==> src/rtl/im_pkg.sv <==
`default_nettype none
// ============================================================================
// Module  : im_pkg
// Brief   : Shared loader state encoding, error codes and memory base address.
// Revision: 1.0
// ============================================================================
package im_pkg;

    typedef logic [3:0] err_t;

    localparam logic [2:0] S_IDLE   = 3'd0;
    localparam logic [2:0] S_LEN_LO = 3'd1;
    localparam logic [2:0] S_LEN_HI = 3'd2;
    localparam logic [2:0] S_DATA   = 3'd3;
    localparam logic [2:0] S_CHECK  = 3'd4;
    localparam logic [2:0] S_DONE   = 3'd5;
    localparam logic [2:0] S_ERR    = 3'd6;

    localparam err_t ERR_NONE = 4'd0;
    localparam err_t ERR_LEN  = 4'd1;
    localparam err_t ERR_SUM  = 4'd2;
    localparam err_t ERR_TMO  = 4'd3;

    // PC of instruction-memory word 0.
    localparam logic [15:0] IM_BASE_PC = 16'h3000;

endpackage
`default_nettype wire

==> src/rtl/im_word_packer.sv <==
`default_nettype none
// ============================================================================
// Module  : im_word_packer
// Brief   : Packs bytes little-endian into 32-bit words and issues one-cycle writes.
// Revision: 1.0
// ============================================================================
module im_word_packer #(
    parameter int ADDR_W = 11
) (
    input  logic              clk,
    input  logic              reset,
    input  logic              clear,
    input  logic              accept,
    input  logic [7:0]        byte_data,
    output logic              word_done,
    output logic [ADDR_W-1:0] word_idx,
    output logic [3:0]        im_wea,
    output logic [ADDR_W-1:0] im_addra,
    output logic [31:0]       im_dina
);

    logic [1:0]        r_lane;
    logic [23:0]       r_part;
    logic [ADDR_W-1:0] r_idx;
    logic [3:0]        r_wea;
    logic [ADDR_W-1:0] r_addra;
    logic [31:0]       r_dina;

    assign word_done = accept && (r_lane == 2'd3);
    assign word_idx  = r_idx;
    assign im_wea    = r_wea;
    assign im_addra  = r_addra;
    assign im_dina   = r_dina;

    always_ff @(posedge clk) begin
        if (reset) begin
            r_lane  <= 2'd0;
            r_part  <= 24'd0;
            r_idx   <= '0;
            r_wea   <= 4'd0;
            r_addra <= '0;
            r_dina  <= 32'd0;
        end else begin
            r_wea <= 4'd0;
            if (clear) begin
                r_lane <= 2'd0;
                r_part <= 24'd0;
                r_idx  <= '0;
            end else if (accept) begin
                if (r_lane == 2'd3) begin
                    r_wea   <= 4'b1111;
                    r_addra <= r_idx;
                    r_dina  <= {byte_data, r_part};
                    r_idx   <= r_idx + ADDR_W'(1);
                    r_lane  <= 2'd0;
                end else begin
                    // Shifting in from the top leaves byte 0 in [7:0] after three bytes.
                    r_part <= {byte_data, r_part[23:8]};
                    r_lane <= r_lane + 2'd1;
                end
            end
        end
    end

endmodule
`default_nettype wire

==> src/rtl/im_loader.sv <==
`default_nettype none
// ============================================================================
// Module  : im_loader
// Brief   : Byte-stream instruction-memory loader with length, checksum and timeout.
// Revision: 1.0
// ============================================================================
module im_loader
    import im_pkg::*;
#(
    parameter int ADDR_W    = 11,
    parameter int MAX_WORDS = 2048,
    parameter int TIMEOUT   = 65535
) (
    input  logic              clk,
    input  logic              reset,
    input  logic              start,
    input  logic              byte_valid,
    input  logic [7:0]        byte_data,
    output logic              byte_ready,
    output logic [3:0]        im_wea,
    output logic [ADDR_W-1:0] im_addra,
    output logic [31:0]       im_dina,
    output logic              cpu_hold,
    output logic              done,
    output logic [3:0]        error
);

    localparam int               CNT_W      = $clog2(TIMEOUT + 1);
    localparam logic [CNT_W-1:0] c_tmo_last = CNT_W'(TIMEOUT - 1);

    logic [2:0]        r_state;
    logic [7:0]        r_len_lo;
    logic [15:0]       r_len;
    logic [7:0]        r_sum;
    logic [CNT_W-1:0]  r_cnt;
    err_t              r_err;

    logic              w_active;
    logic              w_accept;
    logic              w_clear;
    logic [15:0]       w_len;
    logic              w_word_done;
    logic [ADDR_W-1:0] w_word_idx;
    logic              w_last;

    assign w_active   = (r_state == S_LEN_LO) || (r_state == S_LEN_HI) ||
                        (r_state == S_DATA)   || (r_state == S_CHECK);
    assign w_accept   = byte_valid && w_active;
    assign w_clear    = start && ((r_state == S_IDLE) || (r_state == S_DONE) ||
                                  (r_state == S_ERR));
    assign w_len      = {byte_data, r_len_lo};
    assign w_last     = w_word_done && (16'(w_word_idx) == (r_len - 16'd1));

    assign byte_ready = w_active;
    assign cpu_hold   = w_active || (r_state == S_ERR);
    assign done       = (r_state == S_DONE);
    assign error      = r_err;

    im_word_packer #(
        .ADDR_W (ADDR_W)
    ) u_packer (
        .clk       (clk),
        .reset     (reset),
        .clear     (w_clear),
        .accept    (w_accept && (r_state == S_DATA)),
        .byte_data (byte_data),
        .word_done (w_word_done),
        .word_idx  (w_word_idx),
        .im_wea    (im_wea),
        .im_addra  (im_addra),
        .im_dina   (im_dina)
    );

    always_ff @(posedge clk) begin
        if (reset) begin
            r_state  <= S_IDLE;
            r_len_lo <= 8'd0;
            r_len    <= 16'd0;
            r_sum    <= 8'd0;
            r_cnt    <= '0;
            r_err    <= ERR_NONE;
        end else if (!w_active) begin
            if (start) begin
                r_state <= S_LEN_LO;
                r_err   <= ERR_NONE;
                r_sum   <= 8'd0;
                r_cnt   <= '0;
            end
        end else begin
            r_cnt <= w_accept ? '0 : r_cnt + CNT_W'(1);
            if (!w_accept && (r_cnt == c_tmo_last)) begin
                r_state <= S_ERR;
                r_err   <= ERR_TMO;
            end else if (w_accept) begin
                case (r_state)
                    S_LEN_LO: begin
                        r_len_lo <= byte_data;
                        r_state  <= S_LEN_HI;
                    end
                    S_LEN_HI: begin
                        r_len <= w_len;
                        if ((w_len == 16'd0) || (w_len > 16'(MAX_WORDS))) begin
                            r_state <= S_ERR;
                            r_err   <= ERR_LEN;
                        end else begin
                            r_state <= S_DATA;
                        end
                    end
                    S_DATA: begin
                        r_sum <= r_sum ^ byte_data;
                        // The final word's write issues on the first CHECK cycle,
                        // one edge before the checksum byte can be compared.
                        if (w_last) r_state <= S_CHECK;
                    end
                    default: begin
                        if (byte_data == r_sum) begin
                            r_state <= S_DONE;
                        end else begin
                            r_state <= S_ERR;
                            r_err   <= ERR_SUM;
                        end
                    end
                endcase
            end
        end
    end

endmodule
`default_nettype wire

==> config.mk <==
export PLATFORM = sky130hd
export DESIGN_NAME = im_loader
export DESIGN_NICKNAME = d
export VERILOG_FILES = /design/src/rtl/im_pkg.sv /design/src/rtl/im_word_packer.sv /design/src/rtl/im_loader.sv
export SDC_FILE = /design/constraint.sdc
export NUM_CORES = 1
export LEC_CHECK = 0
export CAP_MARGIN = 0
export CORE_AREA = 2 2 113 115
export DETAILED_ROUTE_END_ITERATION = 12
export DIE_AREA = 0 0 115 117
export PLACE_DENSITY = 0.71
export SYNTH_ARGS = -nofsm -noshare
export SYNTH_HDL_FRONTEND = slang
export SYNTH_SLANG_ARGS = --single-unit
==> constraint.sdc <==
create_clock -name clk -period 5.71 [get_ports clk]
set_input_delay 0.571 -clock clk [delete_from_list [all_inputs] [get_ports clk]]
set_output_delay 0.571 -clock clk [all_outputs]
set_load 0.01 [all_outputs]
# Word level (Yosys, flattened, before mapping)
# Cells that the tools add are included.
# classes
addsub	4
n_mul	0
div	0
order_cmp	1
n_eq_ne	18
n_shift	0
n_mux	25
bitwise_logic	5
reduce_logical	28
# ops
op	count
$mux W16	3
$mux W8	5
$mux W4	7
$mux W3	6
$add A16 B1 Y16 const B	1
$eq A11 B16 Y1	1
$eq A16 B16 Y1 const B	1
$gt A16 B12 Y1 const B	1
$logic_not A16 Y1	1
$sub A16 B1 Y16 const B	1
$reduce_and A4 Y1	3
$add A11 B1 Y11 const B	1
$eq A3 B3 Y1 const B	3
$pmux W3 S3	1
$eq A8 B8 Y1	1
$pmux W4 S2	1
$xor A8 B8 Y8	1
$logic_or A1 B1 Y1	7
$eq A3 B2 Y1 const B	2
$logic_and A1 B1 Y1	6
$reduce_and A3 Y1	2
$reduce_and A5 Y1	1
$mux W2	2
$ne A2 B1 Y1 const B	2
other kinds (16)	21
# totals
register_bits	139
latch_bits	0
ramBits	0
romBits	0
inputBits	12
output_inout_bits	54
word_cells	93
memories	0

# Depth between registers and ports, before layout
# depth
depth_word	13
ltp_mapped	9
mapped_depth_nobuf	9

# Modules after synthesis
# A second synthesis with hierarchy kept.
# unflattened
cells_unflattened	763
area_unflattened_um2	6023.3
# modules_own_cells
module	n_inst	cells_per_inst	area_each_um2	seq_area_each_um2
im_loader	1	394	3039.2	1061.0
im_word_packer	1	369	2984.1	1621.6

# Worst setup path after synthesis
# No wires, ideal clock.
# synth_path
kind	register to register
startpoint	register r_len[4]
endpoint	register r_state[0]
setup_ns	0.125
arrival_ns	2.287
t_required_ns	5.585
path_slack_ns	3.298
path_stages_with_launch	10
n_path_buf	2
synth_period_minus_slack_ns	2.412
path_cell_list	dfxtp_1 > buf_6 > or4_4 > buf_6 > o31a_1 > nor4_1 > nand3b_1 > o2111ai_1 > o21a_1 > o41a_1
# synth_via
elab_chain_cells	5
# synth_rtl
element	line_no	text
start: declaration	im_loader.sv:33	logic [15:0] r_len;
start signal: assignment	im_loader.sv:101	r_len <= w_len;
$sub A16 B1 Y16	im_loader.sv:52	assign w_last = w_word_done && (16'(w_word_idx) == (r_len - 16'd1));
$eq A11 B16 Y1	im_loader.sv:52	
$logic_and A1 B1 Y1	im_loader.sv:52	
$ne A4 B3 Y1 (no line)	--	
$reduce_and A3 Y1 (no line)	--	
end signal: assignment	im_loader.sv:76	r_state <= S_IDLE;
end signal: assignment	im_loader.sv:84	r_state <= S_LEN_LO;
end signal: assignment	im_loader.sv:92	r_state <= S_ERR;
end: declaration	im_loader.sv:31	logic [2:0] r_state;
# No other way between the ends.
# A chain may end at the register's enable or synchronous reset.

# Worst setup path in the final report
# layout_path
startpoint	input port byte_valid
endpoint	register u_packer.r_idx[5], in the netlist u_packer.word_idx[5]
# layout_via
elab_chain_cells	3
# layout_rtl
element	line_no	text
start: declaration	im_loader.sv:17	input logic byte_valid,
$logic_and A1 B1 Y1	im_loader.sv:48	assign w_accept = byte_valid && w_active;
$logic_and A1 B1 Y1	im_loader.sv:65	.accept (w_accept && (r_state == S_DATA)),
$reduce_and A2 Y1 (no line)	--	
end signal: assignment	im_word_packer.sv:54	r_idx <= r_idx + ADDR_W'(1);
end: declaration	im_word_packer.sv:24	logic [ADDR_W-1:0] r_idx;
# No other way between the ends.

==> metrics.csv <==
metric,value,unit
clock_skew,4.34,ps
grt-busiest-layer,met2,
leakagePower,2.45,nW
grt_start_max_net_pins,99,
cts_resized,0,
nFillCells,1125,
synth_ff_type,dfxtp_1,
powerDensity,382,nW/um2
yosysSeqAreaShare,44.5,%
grt_use_met3,4.74,%
antenna_found_initial,0,
overflow,0,
finalHoldViolations,0,
clk_latency,420,ps
numPortBuffers,63,
dr.pass1.iters,6,
whs_path_depth,2,
async_reset_ff_share,0,%
timing.fmax,321,MHz
routabilityCongestion,0.854,
tns,0,ps
rsz0062_at_grt,false,
ant_nets,0,
cap_violations,0,
ios,66,
netlist.area_leader.share,44.5,%
drt_iter0_drc,494,
cts.path.max_buffers,2,
wl_per_cell,14.7,um
die_y,117,um
met2_usage,38.1,%
multi_input_area,3030,um2
die_w,115,um
num_rows,41,
regArea,2680,um2
ys_types,51,
antenna_cells,0,
synth_edf_count,0,
synth-seq-cells,134,
grt.met1_usage,28.5,%
avgSynthCellArea,7.45,um2
grt_pass1_wl,24500,um
tightest_slew,1180,ps
post_cts_buffers,0,
outcome,finished clean,
peakVddDrop,0.000192,V
synth_top_cells_by_area,"dfxtp_1, nand2_1, a21oi_1",
h-tree-depth,4,
viasPerCell,5.56,
initial_core_util,48.9,%
setup_ws,2590,ps
syn_area,6020,um2
dp_hpwl,9570,um
syn_inst,809,
dieArea,13500,um2
startpoint_type,input port,
grt_pass1_vias,5225,
area_delta_synth_final,19.7,%
drc_errors,0,
clock_sinks,134,
synth.most_common_cell,nand2_1,
fin_nets,850,
setup_viol,0,
period_needed,3120,ps
core_area,12300,um2
vias,5540,
pre_cts_ws,2270,ps
hold_path.class,flip-flop to flip-flop,
routed_wl,14700,um
clk_pin_slew,60,ps
cp-end-kind,flip-flop,
crit_required,6030,ps
final_max_slew_viol_count,0,
ff2ff_path_depth,7,
cts_tree,yes,
cp_max_fo,50,
grt_usage,22.8,%
ys_top_cells_by_count,"nand2_1, dfxtp_1, a21oi_1",
numCtsBuffers,17,
dp_cells,964,
p_total,0.00276,W
drive_gt1_share,4.61,%
cp_data_arrival_time,3440,ps
post-synth-top-area-cell,dfxtp_1,
timing.final.crit_share,54.6,%
final_cells,996,
slew_headroom,21.2,%
cts_root_buf,clkbuf_16,
worstSetupPathType,input port to flip-flop,
postCtsHoldBufs,0,
yosysWarningCount,0,
[state kept, by name, indices dropped and copies added, names as in the netlist, 8 cells and up]
signal             flops
u_packer.im_dina      32
u_packer.r_part       24
r_cnt                 16
r_len                 16
u_packer.im_addra     11
u_packer.word_idx     11
r_len_lo               8
r_sum                  8
[where the power goes]
group          total, W  switching [W]  leakage [nW]  internal (W)
Sequential      0.00104      0.0000693          1.08      0.000975
Combinational  0.000597       0.000386          1.07      0.000211
Clock           0.00111       0.000403         0.293      0.000710
[placed cells by master (no fill, tap or decap), types with 3 or more instances in the layout]
cell | netlist | routed
nand2_1 | 221 | 221
dfxtp_1 | 134 | 134
a21oi_1 | 126 | 126
clkdlybuf4s50_1 | 0 | 62
nor2_1 | 61 | 61
o21ai_0 | 29 | 29
xor2_1 | 18 | 18
nand3_1 | 18 | 18
clkbuf_16 | 0 | 17
nor4_1 | 15 | 15
nor3_1 | 13 | 13
inv_1 | 10 | 10
nand4_1 | 10 | 10
and3_1 | 7 | 7
xnor2_1 | 7 | 7
nand2b_1 | 6 | 6
nand3b_1 | 5 | 5
or3_1 | 5 | 5
ha_1 | 5 | 5
a22oi_1 | 4 | 4
nor2b_1 | 4 | 4
a21o_1 | 4 | 4
o21a_1 | 4 | 4
clkinv_4 | 0 | 4
buf_4 | 5 | 4
o211ai_1 | 3 | 3
nand4b_1 | 3 | 3
a211oi_1 | 3 | 3
bufinv_16 | 0 | 3
[cells by family (layout without fill, tap and decap cells)]
kind of cell,Yosys count,count (layout),synth area share [%]
other,1,2,0.0623
adder cells (fa/ha/maj),5,5,1.04
flip-flops,134,134,44.5
AND/OR/NAND/NOR,380,380,27.8
multiplexers,2,2,0.332
XOR/XNOR,25,25,3.64
buffers and inverters,73,109,5.15
AO/OA/AOI/OAI,189,189,17.4
[layout make-up]
type / instances / area share [%]
multi-input cells: 603 / 42.1
repair buffers: 67 / 9.10
clock buffers: 21 / 6.39
inverters: 10 / 0.521
flip-flops and latches: 134 / 37.2
clock inverters: 11 / 2.08
well taps: 150 / 2.60
[path summary, 6_finish.rpt]
path                        startpoint                   end  slack, ps
hold / removal    u_packer.im_addra[5]  u_packer.im_addra[5]        450
setup reg to reg            r_state[2]  u_packer.word_idx[5]       2730
setup / recovery            byte_valid  u_packer.word_idx[5]       2590
hold reg to reg   u_packer.im_addra[5]  u_packer.im_addra[5]        450
[critical path, stage by stage]
cell and delay, ps:
clkdlybuf4s50_1 500, nor2b_1 350, and3_1 490, and2_1 190, buf_4 420, nand4_1 310, or3_1 390, a21oi_1 180
[layer usage]
| metal | vias up | routed length [um] | part of all wire (%) |
|---|---|---|---|
| met5 | - | 0 | 0 |
| met4 | 0 | 297 | 2.0 |
| met3 | 19 | 593 | 4.0 |
| met2 | 139 | 7130 | 49 |
| met1 | 2595 | 6650 | 45 |
| li1 | 2787 | - | - |
[stage by stage]
| step | hold WS, ps | instance area, um2 | utilization, % |
|---|---|---|---|
| final | 453 | 7210 | 58.5 |
| after global routing | 473 | 7210 | 58.5 |
| after CTS | 456 | 7210 | 58.5 |
| after detailed placement | 448 | 6600 | 53.6 |
| after global placement | 444 | 6600 | 53.6 |
| after floorplan | 432 | 6030 | - |
(Power assumes the default switching activity.)
